### src/rtl/apb_master_bridge.sv
// APB requester: turns single valid/ready commands into APB SETUP/ACCESS transfers.
// Latency: accept@0 -> psel@1 -> penable@2 -> rsp_valid@(3 + wait states); 1 cmd per 4 cycles min.
// Backpressure: cmd_ready only in IDLE; response held in RESP until rsp_ready, stalling new commands.
//
// Ports:
//   pclk, preset                 clock, synchronous active-high reset
//   cmd_valid/ready/write/addr/wdata   command port (valid/ready)
//   rsp_valid/ready/rdata/err    response port (valid/ready)
//   psel/penable/pwrite/paddr/pwdata   APB request outputs (all registered)
//   prdata/pready/pslverr        APB completion inputs (sampled only in ACCESS)
module apb_master_bridge #(
  parameter int ADDR_W  = 32,
  parameter int DATA_W  = 32,
  parameter int TIMEOUT = 16
) (
  input  logic              pclk,
  input  logic              preset,
  input  logic              cmd_valid,
  output logic              cmd_ready,
  input  logic              cmd_write,
  input  logic [ADDR_W-1:0] cmd_addr,
  input  logic [DATA_W-1:0] cmd_wdata,
  output logic              rsp_valid,
  input  logic              rsp_ready,
  output logic [DATA_W-1:0] rsp_rdata,
  output logic              rsp_err,
  output logic              psel,
  output logic              penable,
  output logic              pwrite,
  output logic [ADDR_W-1:0] paddr,
  output logic [DATA_W-1:0] pwdata,
  input  logic [DATA_W-1:0] prdata,
  input  logic              pready,
  input  logic              pslverr
);

  // Counter must hold values up to TIMEOUT-1; keep at least one bit when TIMEOUT=0.
  localparam int CNT_W = (TIMEOUT < 1) ? 1 : $clog2(TIMEOUT + 1);
  localparam logic [CNT_W-1:0] CNT_LAST = CNT_W'((TIMEOUT > 0) ? TIMEOUT - 1 : 0);

  typedef enum logic [1:0] {
    IDLE   = 2'd0,
    SETUP  = 2'd1,
    ACCESS = 2'd2,
    RESP   = 2'd3
  } state_t;

  state_t              state_q,     state_d;
  logic                psel_q,      psel_d;
  logic                penable_q,   penable_d;
  logic                pwrite_q,    pwrite_d;
  logic [ADDR_W-1:0]   paddr_q,     paddr_d;
  logic [DATA_W-1:0]   pwdata_q,    pwdata_d;
  logic                rsp_valid_q, rsp_valid_d;
  logic [DATA_W-1:0]   rsp_rdata_q, rsp_rdata_d;
  logic                rsp_err_q,   rsp_err_d;
  logic [CNT_W-1:0]    wait_cnt_q,  wait_cnt_d;

  always_comb begin
    state_d     = state_q;
    psel_d      = psel_q;
    penable_d   = penable_q;
    pwrite_d    = pwrite_q;
    paddr_d     = paddr_q;
    pwdata_d    = pwdata_q;
    rsp_valid_d = rsp_valid_q;
    rsp_rdata_d = rsp_rdata_q;
    rsp_err_d   = rsp_err_q;
    wait_cnt_d  = wait_cnt_q;

    case (state_q)
      IDLE: begin
        if (cmd_valid) begin
          state_d    = SETUP;
          psel_d     = 1'b1;
          penable_d  = 1'b0;
          paddr_d    = cmd_addr;
          pwrite_d   = cmd_write;
          // Reads drive zero on pwdata so stale write data never leaks onto the bus.
          pwdata_d   = cmd_write ? cmd_wdata : '0;
          wait_cnt_d = '0;
        end
      end
      SETUP: begin
        state_d   = ACCESS;
        penable_d = 1'b1;
      end
      ACCESS: begin
        if (pready) begin
          state_d     = RESP;
          psel_d      = 1'b0;
          penable_d   = 1'b0;
          rsp_valid_d = 1'b1;
          rsp_rdata_d = pwrite_q ? '0 : prdata;
          rsp_err_d   = pslverr;
        end else if ((TIMEOUT != 0) && (wait_cnt_q == CNT_LAST)) begin
          // This was the TIMEOUT-th ACCESS cycle without pready: abandon the transfer.
          state_d     = RESP;
          psel_d      = 1'b0;
          penable_d   = 1'b0;
          rsp_valid_d = 1'b1;
          rsp_rdata_d = '0;
          rsp_err_d   = 1'b1;
        end else begin
          wait_cnt_d = wait_cnt_q + CNT_W'(1);
        end
      end
      RESP: begin
        if (rsp_ready) begin
          state_d     = IDLE;
          rsp_valid_d = 1'b0;
        end
      end
      default: state_d = IDLE;
    endcase
  end

  always_ff @(posedge pclk) begin
    if (preset) begin
      state_q     <= IDLE;
      psel_q      <= 1'b0;
      penable_q   <= 1'b0;
      pwrite_q    <= 1'b0;
      paddr_q     <= '0;
      pwdata_q    <= '0;
      rsp_valid_q <= 1'b0;
      rsp_rdata_q <= '0;
      rsp_err_q   <= 1'b0;
      wait_cnt_q  <= '0;
    end else begin
      state_q     <= state_d;
      psel_q      <= psel_d;
      penable_q   <= penable_d;
      pwrite_q    <= pwrite_d;
      paddr_q     <= paddr_d;
      pwdata_q    <= pwdata_d;
      rsp_valid_q <= rsp_valid_d;
      rsp_rdata_q <= rsp_rdata_d;
      rsp_err_q   <= rsp_err_d;
      wait_cnt_q  <= wait_cnt_d;
    end
  end

  assign cmd_ready = (state_q == IDLE);
  assign psel      = psel_q;
  assign penable   = penable_q;
  assign pwrite    = pwrite_q;
  assign paddr     = paddr_q;
  assign pwdata    = pwdata_q;
  assign rsp_valid = rsp_valid_q;
  assign rsp_rdata = rsp_rdata_q;
  assign rsp_err   = rsp_err_q;

endmodule

### config.mk
export PLATFORM = sky130hd
export DESIGN_NAME = apb_master_bridge
export DESIGN_NICKNAME = d
export VERILOG_FILES = /design/src/rtl/apb_master_bridge.sv
export SDC_FILE = /design/constraint.sdc
export NUM_CORES = 1
export LEC_CHECK = 0
export ABC_AREA = 1
export CORE_AREA = 4 4 109 111
export CTS_BUF_LIST = sky130_fd_sc_hd__clkbuf_8
export DETAILED_ROUTE_END_ITERATION = 7
export DIE_AREA = 0 0 113 115
export PLACE_DENSITY = 0.77
export SYNTH_ARGS = -nofsm -noshare
export SYNTH_HDL_FRONTEND = slang
export SYNTH_SLANG_ARGS = --single-unit
### constraint.sdc
create_clock -name pclk -period 1.5 [get_ports pclk]
set_clock_uncertainty 0.1 [all_clocks]
set_input_delay 0.15 -clock pclk [delete_from_list [all_inputs] [get_ports pclk]]
set_output_delay 0.15 -clock pclk [all_outputs]
set_load 0.01 [all_outputs]
==> out/results.ini <==
[floorplanning]
start_util=0.367
die_w_um=113
fp.dieH_um=115
ios=205
coreArea_um2=10800
rows=38
dieArea_um2=13000

[critical_path]
crit_slowest_cell=dfxtp_2
r2r_end=wait_cnt_q[2]$_SDFFE_PP0P_
critical-path-max-stage-delay_ns=0.36
crit_required_ns=1.66
worstSetupPathType=reg -> reg
worstPathArrival_ns=1.80
crit_fanout=2
crit_top_cell=buf_4
worstPathCellList=ha_4, nand2_4, buf_4, buf_4, buf_4, buf_4, buf_4, nand2_1, nor2_1, nand2_1, a21oi_2
r2r_cells=11
timing.rr.start=wait_cnt_q[1]$_SDFFE_PP0P_
endpoint_kind=flop
start_kind=flop
rrSetupSlack_ns=-0.14

[grt]
overflow=0
grt_pass1_vias=4102
grt_max_degree=39
antenna_found_initial=0
track_usage=0.187
grt_pass1_wl_um=19600

[sta]
post-route-period-util=1.09
hold_violations=0
setup_slack_ns=-0.142
rsz0062_at_grt=yes
final-setup-viol-count=37
tightestPinTransition_ns=0.465
maxSlewViolCount=0
max_freq_mhz=609
slew_headroom=0.690
post-route-min-period_ns=1.64

[power]
p_leak_nw=3.02
p_per_area_nw_per_um2=1330
vdd_drop_max_uv=711
p_total_mw=9.15

[yosys]
synthCells=515
synth_nets=625
ys_seq_area_frac=0.546
synth.distinct_cells=19
ys_ff_latch=108
syn_avg_cell_area_um2=7.68
netlist_area_um2=3960
synth_warnings=0

[place]
portBuffers=204
place_congestion=0.779
dpl.hpwl_um=9200
placed_cell_area_um2=6270

[drt]
wl_per_cell_um=15.1
wirelength_um=13300
drcViolationCount=0
drtIter0Drc=272
routed_via_density=4.74
via_count=4189
drt-pass1-iter-count=4
postRouteAntennaNets=0

[flow_run]
drv_cap=0

[worst_hold_path]
min_path_type=in -> reg
hp-start=cmd_wdata[27]
min_to=pwdata[27]$_SDFFE_PP0P_
whs_path_depth=3

[cts]
max-clock-path-buffers=2
clock_latency_ns=0.36
cts_buffers=9
clock-root-buffer=clkbuf_8
cts.sink_count=108
htree_levels=3
clk_pin_slew_ns=0.09
cts_tree=yes

[cells_and_area]
n_fill_cell=932
antennaDiodeCount=0
final_area_um2=6860
layout-drive-gt1-share=0.172
nNetsFinal=850
syn2layout_area_growth_pct=73.4

[outcome]
violations=setup timing
status=finished with violations

## report_power, final
| part | total (mW) | leakage, nW | switching, mW | internal, mW |
|---|---|---|---|---|
| combinational | 3.83 | 2.03 | 2.01 | 1.82 |
| clock | 1.71 | 0.106 | 0.924 | 0.790 |
| sequential | 3.61 | 0.884 | 0.245 | 3.36 |
| total | 9.15 | 3.02 | 3.18 | 5.97 |
## worst max-delay path by stage
stage,start,end,slack (ns)
2_1_floorplan,wait_cnt_q[0]$_SDFFE_PP0P_,wait_cnt_q[4]$_SDFFE_PP0P_,-0.01
3_3_place_gp,wait_cnt_q[0]$_SDFFE_PP0P_,wait_cnt_q[2]$_SDFFE_PP0P_,-0.08
3_5_place_dp,wait_cnt_q[0]$_SDFFE_PP0P_,rsp_rdata[21]$_SDFFE_PP0P_,-0.15
4_1_cts,wait_cnt_q[0]$_SDFFE_PP0P_,wait_cnt_q[2]$_SDFFE_PP0P_,-0.12
5_1_grt,wait_cnt_q[0]$_SDFFE_PP0P_,wait_cnt_q[3]$_SDFFE_PP0P_,-0.21
6_report,wait_cnt_q[1]$_SDFFE_PP0P_,wait_cnt_q[2]$_SDFFE_PP0P_,-0.14
## timing repair
| action | 4_1_cts | 5_1_grt |
|---|---|---|
| buffers inserted | 7 | 6 |
| resized for setup | 130 | 74 |
| pin swaps | 7 | 22 |
| cloned | 1 | 2 |
| hold endpoints to repair | 6 | 0 |
| hold buffers | 1 | 0 |
| endpoints found under the setup margin | 198 | 110 |
## per-stage QoR
step	TNS (ns)	util	hold WS, ns	std cells	setup slack [ns]
after floorplan	-0.290	-	0.193	515	-0.0105
after global placement	-6.38	0.581	0.345	852	-0.0813
after detailed placement	-8.74	0.581	0.353	852	-0.145
after CTS	-4.08	0.604	0.206	876	-0.120
after global routing	-5.30	0.636	0.220	884	-0.209
final	-2.27	0.636	0.232	884	-0.142
## area by class of cell
type                    count  area (µm²)  area share
inverters                  17        70.1      0.0102
well taps                 140         175      0.0255
clock buffers              10         138      0.0201
flip-flops and latches    108        2170       0.316
clock inverters             5        46.3     0.00675
repair buffers            245        2380       0.347
multi-input cells         359        1880       0.274
## registers in the layout, summed over array words and instances, names as in the netlist
name        count
paddr          32
penable         1
psel            1
pwdata         32
pwrite          1
rsp_err         1
rsp_rdata      32
rsp_valid       1
state_q         2
wait_cnt_q      5
## Yosys cell counts
master | instances | area share
nand2_1 | 153 | 0.15
dfxtp_1 | 108 | 0.55
nor2_1 | 81 | 0.077
a21oi_1 | 72 | 0.091
o21ai_0 | 34 | 0.043
inv_1 | 16 | 0.015
buf_2 | 15 | 0.019
clkbuf_1 | 9 | 0.0085
ha_1 | 7 | 0.022
buf_4 | 6 | 0.011
nand3_1 | 4 | 0.0051
nand4_1 | 3 | 0.0047
clkbuf_2 | 1 | 0.0013
clkinv_1 | 1 | 0.00095
nand2_2 | 1 | 0.0016
nor2_2 | 1 | 0.0016
nor2_4 | 1 | 0.0028
o21ai_1 | 1 | 0.0013
o21ai_2 | 1 | 0.0022
## cells by family after synthesis
| logic type | synth area share |
|---|---|
| buffers and inverters | 0.0563 |
| adders and majority gates | 0.0221 |
| AOI/OAI and AO/OA | 0.138 |
| and+or+nand+nor | 0.238 |
| DFF | 0.546 |
## worst max-delay path: cells and delay by family, from the launching register on
kind            cells  cell delay, ns
flops               1            0.36
fa+ha+maj           1            0.16
simple gates        4            0.25
buf+inv             5            0.61
compound gates      1            0.05
## layer usage
layer | wire [µm] | part of all wire | global-route usage
met1 | 4970 | 0.37 | 0.193
met4 | 475 | 0.036 | 0.0986
met2 | 7070 | 0.53 | 0.348
met5 | 0 | 0 | 0
met3 | 823 | 0.062 | 0.0489
## placed cells by master (no fill, tap or decap), drive strengths merged, types with 11 or more instances in the layout
cell type and n:
a21oi 72, dfxtp 108, buf 41, nor2 83, inv 19, nand2 154
clkbuf 11, clkdlybuf4s50 101, dlygate4sd2 100, o21ai 36
No activity file was read; power rests on OpenSTA's default activity.
